`src/rtl/rgb_to_colour_if.sv`:
```
// Pixel-in / colour-out handshake bundle for rgb_to_colour.
// The slave modport is the decoder; the master modport is the source and consumer side.
interface rgb_to_colour_if;
    logic [23:0] in_rgb;
    logic        in_valid;
    logic        in_ready;
    logic [2:0]  out_colour;
    logic        out_exact;
    logic        out_valid;
    logic        out_ready;

    modport master (
        output in_rgb,
        output in_valid,
        output out_ready,
        input  in_ready,
        input  out_colour,
        input  out_exact,
        input  out_valid
    );

    modport slave (
        input  in_rgb,
        input  in_valid,
        input  out_ready,
        output in_ready,
        output out_colour,
        output out_exact,
        output out_valid
    );
endinterface

```
`src/rtl/rgb_to_colour.sv`:
```
// Streaming 24-bit RGB to 3-bit colour-code quantiser.
// Results sit in a 2-entry FIFO; a running counter tracks accepted pixels.
module rgb_to_colour #(
    parameter logic [7:0]  THRESH = 8'h80,
    parameter int unsigned CNT_W  = 16
) (
    input  logic             clk,
    input  logic             rst,
    input  logic             enable,
    rgb_to_colour_if.slave   bus,
    output logic [CNT_W-1:0] pixel_count
);

    logic [7:0]       red;
    logic [7:0]       green;
    logic [7:0]       blue;
    logic [3:0]       dec_entry;
    logic [3:0]       head_q;
    logic [3:0]       tail_q;
    logic [1:0]       count_q;
    logic [CNT_W-1:0] pixel_count_q;
    logic             push;
    logic             pop;

    function automatic logic is_rail(input logic [7:0] v);
        return (v == 8'h00) || (v == 8'hFF);
    endfunction

    assign red   = bus.in_rgb[23:16];
    assign green = bus.in_rgb[15:8];
    assign blue  = bus.in_rgb[7:0];

    // Entry layout: {colour[2:0], exact}.
    assign dec_entry = {(red >= THRESH), (green >= THRESH), (blue >= THRESH),
                        is_rail(red) & is_rail(green) & is_rail(blue)};

    // in_ready depends only on local state so out_ready never reaches it combinationally.
    assign bus.in_ready   = enable & ~rst & (count_q != 2'd2);
    assign bus.out_valid  = (count_q != 2'd0);
    assign bus.out_colour = head_q[3:1];
    assign bus.out_exact  = head_q[0];
    assign pixel_count    = pixel_count_q;

    assign push = bus.in_valid & bus.in_ready;
    assign pop  = bus.out_valid & bus.out_ready;

    always_ff @(posedge clk) begin
        if (rst) begin
            count_q       <= 2'd0;
            head_q        <= 4'd0;
            tail_q        <= 4'd0;
            pixel_count_q <= '0;
        end else begin
            if (push) begin
                pixel_count_q <= pixel_count_q + CNT_W'(1);
            end
            case ({push, pop})
                2'b10: begin
                    count_q <= count_q + 2'd1;
                    if (count_q == 2'd0) begin
                        head_q <= dec_entry;
                    end else begin
                        tail_q <= dec_entry;
                    end
                end
                2'b01: begin
                    count_q <= count_q - 2'd1;
                    // Draining the last entry leaves head_q untouched so outputs hold.
                    if (count_q == 2'd2) begin
                        head_q <= tail_q;
                    end
                end
                2'b11: begin
                    // Only reachable with one entry: the new pixel replaces the head.
                    head_q <= dec_entry;
                end
                default: begin
                end
            endcase
        end
    end

endmodule

```
`src/flat_wrapper.sv`:
```
// flat-port wrapper written by rule: the top's interface ports become plain ports
module rgb_to_colour_flat 
#(
    parameter logic [7:0]  THRESH = 8'h80,
    parameter int unsigned CNT_W  = 16
)
  (clk, rst, enable, pixel_count, bus_in_rgb, bus_in_valid, bus_out_ready, bus_in_ready, bus_out_colour, bus_out_exact, bus_out_valid);
  rgb_to_colour_if bus_i ();
  input  logic clk;
  input  logic rst;
  input  logic enable;
  output logic [CNT_W-1:0] pixel_count;
  input wire logic [$bits(bus_i.in_rgb)-1:0] bus_in_rgb;
  input wire logic [$bits(bus_i.in_valid)-1:0] bus_in_valid;
  input wire logic [$bits(bus_i.out_ready)-1:0] bus_out_ready;
  output wire logic [$bits(bus_i.in_ready)-1:0] bus_in_ready;
  output wire logic [$bits(bus_i.out_colour)-1:0] bus_out_colour;
  output wire logic [$bits(bus_i.out_exact)-1:0] bus_out_exact;
  output wire logic [$bits(bus_i.out_valid)-1:0] bus_out_valid;
  assign bus_i.in_rgb = bus_in_rgb;
  assign bus_i.in_valid = bus_in_valid;
  assign bus_i.out_ready = bus_out_ready;
  assign bus_in_ready = bus_i.in_ready;
  assign bus_out_colour = bus_i.out_colour;
  assign bus_out_exact = bus_i.out_exact;
  assign bus_out_valid = bus_i.out_valid;
  rgb_to_colour #(.THRESH(THRESH), .CNT_W(CNT_W)) u_core (.clk(clk), .rst(rst), .enable(enable), .bus(bus_i), .pixel_count(pixel_count));
endmodule
```
`config.mk`:
```
export PLATFORM = sky130hd
export DESIGN_NAME = rgb_to_colour_flat
export DESIGN_NICKNAME = d
export VERILOG_FILES = /design/src/rtl/rgb_to_colour_if.sv /design/src/rtl/rgb_to_colour.sv /design/src/flat_wrapper.sv
export SDC_FILE = /design/constraint.sdc
export NUM_CORES = 1
export LEC_CHECK = 0
export ABC_AREA = 1
export CAP_MARGIN = 25
export CORE_MARGIN = 2
export CORE_UTILIZATION = 40
export DETAILED_ROUTE_END_ITERATION = 10
export PLACE_DENSITY_LB_ADDON = 0.08
export SLEW_MARGIN = 20
export SYNTH_ARGS = -nofsm -noshare
export SYNTH_HDL_FRONTEND = slang
export SYNTH_SLANG_ARGS = --single-unit
```
`constraint.sdc`:
```
create_clock -name clk -period 4.3 [get_ports clk]
set_clock_uncertainty 0.1 [all_clocks]
set_input_delay 0.43 -clock clk [delete_from_list [all_inputs] [get_ports clk]]
set_output_delay 0.43 -clock clk [all_outputs]
set_load 0.005 [all_outputs]
```
==> results of run 1 <==
==> stage by stage <==
step	instances	cell area, um2	hold WS [ns]	total power [W]
floorplan	233	1486	0.3618	0.0003029
global placement	328	2031	0.3631	0.0003541
detailed placement	328	2031	0.3639	0.0003546
CTS	331	2072	0.3769	0.0004891
global route	331	2072	0.4029	0.0005141
finish	331	2072	0.3715	0.0004833
==> metal layers <==
metal  wire (um)  part of all wire [%]  vias up
li1            -                     -      849
met1        1747                    53      646
met2        1397                    42       33
met3         146                   4.4        2
met4          21                  0.63        0
met5           0                     0        -
==> logic make-up (layout without fill, tap and decap cells) <==
| family | after synthesis | in the layout |
|---|---|---|
| AND/OR/NAND/NOR | 129 | 129 |
| AO/OA/AOI/OAI | 41 | 41 |
| buffers and inverters | 32 | 82 |
| flip-flops | 26 | 26 |
| adder cells (fa/ha/maj) | 4 | 4 |
| XOR/XNOR | 1 | 1 |
==> placed cells by master, fill, tap and decap left out <==
master           netlist  routed
clkbuf_8               0       3
nor3b_1                1       1
nand3_1               10      10
dfxtp_1               26      26
nor3_1                 3       3
nand4_1                5       5
ha_1                   4       4
o21ai_1                1       1
nand2_2                2       2
nand3b_1               2       2
nand4_2                1       1
o21ai_0               17      17
nand2_1               61      61
a21oi_1               22      22
nor2_4                 3       3
o21a_1                 1       1
xnor2_1                1       1
nand3_4                1       1
inv_1                 27      27
nor2_1                40      40
inv_2                  2       2
clkdlybuf4s50_1        0      50
==> power breakdown <==
part           internal [W]  switching (W)  total [W]  leakage [nW]
clock             0.0000627      0.0000720   0.000135        0.0216
combinational     0.0000502      0.0000441  0.0000943         0.591
sequential         0.000249     0.00000548   0.000254         0.210
==> cell type report <==
class                   instances  area, um2
fillers                       368       1534
well taps                      48      60.06
flip-flops and latches         26      520.5
repair buffers                 50      500.5
inverters                      29      108.9
clock buffers                   3      41.29
multi-input cells             175      840.8
==> worst max path at each step <==
stage | from | to | slack (ns) | cells past startpoint
final | rst | bus_in_ready | 1.82 | 3
after global routing | rst | u_core.head_q[0] | 1.60 | 11
after CTS | rst | bus_in_ready | 1.79 | 3
after detailed placement | rst | u_core.head_q[0] | 1.60 | 11
after global placement | rst | u_core.head_q[0] | 1.64 | 11
after floorplan | enable | u_core.head_q[0] | 2.50 | 12
==> cell usage after synthesis, drive strengths merged <==
library cell / count
o21ai: 18
nand2: 63
nand3b: 2
buf: 2
nor3: 3
clkbuf: 1
inv: 29
dfxtp: 26
nand4: 6
xnor2: 1
nand3: 11
ha: 4
nor3b: 1
nor2: 43
a21oi: 22
o21a: 1
==> state kept, by name (all words and copies together) (netlist names) <==
signal / flops
u_core.head_q: 4
u_core.count_q: 2
u_core.pixel_count: 16
u_core.tail_q: 4
==> critical path, cell delays in order <==
cell	delay (ns)
clkdlybuf4s50_1	0.65
nor3_1	0.33
clkdlybuf4s50_1	0.55
==> results.cfg, run 1 <==
[outcome]
outcome = complete, no violations

[setup_path]
reg2reg_depth = 12
cp_max_fo = 12
path_class = in -> out
start_kind = input pin
cp-end-kind = primary output
critPathRequiredTime_ns = 3.77
r2r_slack_ns = 2.33
r2r_start = u_core.count_q[0]
timing.rr.end = u_core.head_q[0]
cp.arrival_ns = 1.95

[yosys]
syn-num-nets = 266
synth_area_um2 = 1486
synthTopCellsByArea = dfxtp_1 (35%), nand2_1 (15%), nor2_1 (10%)
synth-seq-area-share_pct = 35.02
synth_xor_area_share_pct = 0.5892
synth_compound_area_share_pct = 13.97
ys_seq_elements = 26
yosysWarnings = 0
synthMuxAreaShare_pct = 0
yosysUniqueCellTypes = 23
synth_top_area_share_pct = 35.02
syn_area_per_cell_um2 = 6.380
yosysTopAreaCell = dfxtp_1
synth_top_family_by_area = simple AND/OR/NAND/NOR gates
synthSimpleGateAreaFrac_pct = 38.64
postSynthCellCount = 233
synthAdderAreaFrac_pct = 3.367

[timing]
worst_pin_slew_ns = 0.5174
slew_viol_final = 0
hold_viol = 0
fin_crit_ns = 2.480
rsz0062_at_grt = false
max_freq_ghz = 0.4032
worst_slack_ns = 1.820
timing.final.setup_violations = 0
fin_crit_sh_pct = 57.68
timing.setup.tns_ns = 0
relSlewSlack_pct = 65.47

[power_and_ir_drop]
power.leakage_nw = 0.8227
ir_drop_uv = 148.2
p_per_area_nw_per_um2 = 233.3

[floorplan]
fp.dieH_um = 64.96
core_um2 = 3606
die_w_um = 64.96
row_count = 22
die_area_um2 = 4220
io_pins = 51
floorplan.initialDensity_pct = 41.22

[final_layout]
area_growth_pct = 39.39
layout-drive-gt1-share_pct = 4.240
n_antenna_cell = 0
final_core_util_pct = 57.46
fin_nets = 318

[global_route]
grt_pass1_wl_um = 5947
top_usage_layer = met2
grt_usage_pct = 17.48
grt_max_degree = 18
overflow = 0
antenna_found_initial = 0
gr-usage-met3_pct = 4.167
use_met2_pct = 27.06
grt_pass1_vias = 1387
grtUsageMet1_pct = 24.76

[placed_design]
place_ws_ns = 1.596
dp_hpwl_um = 2620
place_congestion = 0.8118
port_buffers = 50

[min_path]
holdCritStartpoint = u_core.head_q[3]
min_path_type = reg -> reg
hold_depth = 2
hold_end = u_core.head_q[3]

[routing]
viasPerCell = 4.622
wl_per_cell_um = 10.01
drt_iter0_markers = 84
drt-total-wl_um = 3312
drc = 0
antenna_left = 0
vias = 1530
dr.pass1.iters = 4

[cts]
cts_buffers = 3
htreeDepth = 1
cts_resized = 0
postCtsSetupBuffers = 0
root_buffer = clkbuf_8
clk_pin_slew_worst_paths_ns = 0.08
hold_buffers = 0
worstSkewPairLatency_ns = 0.26
clock_tree.buffer_depth = 2
cts_tree = yes
clock-sinks = 26

[flow_run]
drv_cap = 0
Note: power is estimated with default switching activity, not from simulation.
==> inputs of run 2 (changes only) <==
- clock period: 4.3 -> 2.2 ns (I/O delays scaled with it)
==> results.cfg, run 2 (synthesis gave the netlist of run 1 again) <==
[outcome]
outcome = complete, no violations

[timing]
fin_crit_ns = 1.918
relSlewSlack_pct = 81.04
max_freq_ghz = 0.5213
rsz0062_at_grt = false
worst_pin_slew_ns = 0.2815
timing.setup.tns_ns = 0
hold_slack_ns = 0.3704
timing.final.setup_violations = 0
slew_viol_final = 0
hold_viol = 0
fin_crit_sh_pct = 87.20

[cts]
root_buffer = clkbuf_8
postCtsSetupBuffers = 0
cts_buffers = 3
hold_buffers = 0
htreeDepth = 1
cts_tree = yes
clock-sinks = 26
clk_pin_slew_worst_paths_ns = 0.09
cts_resized = 0
clock_tree.buffer_depth = 2
worstSkewPairLatency_ns = 0.27

[final_layout]
final_area_um2 = 2123
fin_nets = 323
n_antenna_cell = 0
multi_input_comb_area_um2 = 840.8
stdcell_count = 337
final_cell_mix = nand2_1 (61), clkdlybuf4s50_1 (50), nor2_1 (40)
largest_reg_flops = 16
nFillCells = 355
layout_commonest_cell = nand2_1
layout-drive-gt1-share_pct = 6.228
regArea_um2 = 520.5
area_growth_pct = 42.85

[setup_path]
timing.rr.end = u_core.count_q[1]
cpMostUsedCell = clkdlybuf4s50_1
r2r_slack_ns = 0.40
cp-startpoint = rst
critPathBufInv = 2
cpPeakStageDelay_ns = 0.54
cp-end-kind = primary output
crit_family = buffers and inverters
path_class = in -> out
crit_slowest_cell = clkdlybuf4s50_1
reg2reg_depth = 10
cp_max_fo = 6
crit_path_cell_trace = clkdlybuf4s50_1 > nor3_1 > clkdlybuf4s50_1
cp.arrival_ns = 1.60
critPathRequiredTime_ns = 1.88
start_kind = input pin
r2r_start = u_core.count_q[1]

[global_route]
grt_pass1_vias = 1390
grt_max_degree = 15
antenna_found_initial = 0
overflow = 0
grt_usage_pct = 17.73
grt_pass1_wl_um = 5940

[routing]
vias = 1594
maxUsedRoutingLayer = met4
drt_iter0_markers = 69
viasPerCell = 4.730
drc = 0
met3WireLength_um = 190
drt-met1-wl_um = 1705
dr.pass1.iters = 4
antenna_left = 0
drt-total-wl_um = 3470
wl_per_cell_um = 10.30
wl_met2_um = 1547

[power_and_ir_drop]
power.leakage_nw = 0.8544
ir_drop_uv = 335.1
p_per_area_nw_per_um2 = 472.3

[floorplan]
io_pins = 51
floorplan.initialDensity_pct = 41.22
die_area_um2 = 4220
die_w_um = 64.96
row_count = 22
core_um2 = 3606
fp.dieH_um = 64.96

[placed_design]
port_buffers = 50
place_area_um2 = 2068
place_congestion = 0.7880
dp_hpwl_um = 2732
place_inst = 333

[min_path]
holdCritStartpoint = u_core.head_q[1]
hold_end = u_core.head_q[1]
hold_depth = 2
min_path_type = reg -> reg

[flow_run]
drv_cap = 0
## run 2: worst reg2reg max path: stages, from the launching register on
cell and delay (ns):
dfxtp_1 0.32, inv_1 0.12, nand2_1 0.11, nand2_1 0.14
inv_1 0.06, ha_1 0.19, buf_4 0.16, a21oi_1 0.12
o21ai_0 0.12, o21ai_0 0.19, a21oi_1 0.05
## run 2: cell type report
class,instances,area share [%]
repair buffers,55,25.34
inverters,29,5.127
clock buffers,4,2.593
multi-input cells,175,39.60
well taps,48,2.829
flip-flops and latches,26,24.51
## run 2: metrics by stage
| stage | util [%] | total power [W] | worst slack, ns |
|---|---|---|---|
| after floorplan | - | 0.0005920 | 0.4939 |
| after global placement | 57.36 | 0.0006997 | 0.1408 |
| after detailed placement | 57.36 | 0.0007031 | 0.09971 |
| after CTS | 58.88 | 0.001012 | 0.2630 |
| after global routing | 58.88 | 0.001062 | 0.1809 |
| final | 58.88 | 0.001003 | 0.2816 |
## run 2: worst max-delay path by stage
stage,end,slack (ns),cells after the start
after floorplan,u_core.head_q[0],0.49,12
after global placement,u_core.count_q[1],0.14,9
after detailed placement,u_core.count_q[1],0.1,9
after CTS,bus_in_ready,0.26,3
after global routing,u_core.count_q[1],0.18,9
final,bus_in_ready,0.28,3
## run 2: metal layers
layer  GRT usage, %  vias up
met5              0        -
met4          3.989        0
met3          4.167        2
met2          29.38       44
met1          23.32      688
li1               -      860
## run 2: power by group
group | switching, W | total [W] | internal, W
clock network | 0.000152 | 0.000311 | 0.000160
logic | 0.0000901 | 0.000195 | 0.000105
registers | 0.0000102 | 0.000497 | 0.000486
total | 0.000252 | 0.00100 | 0.000751
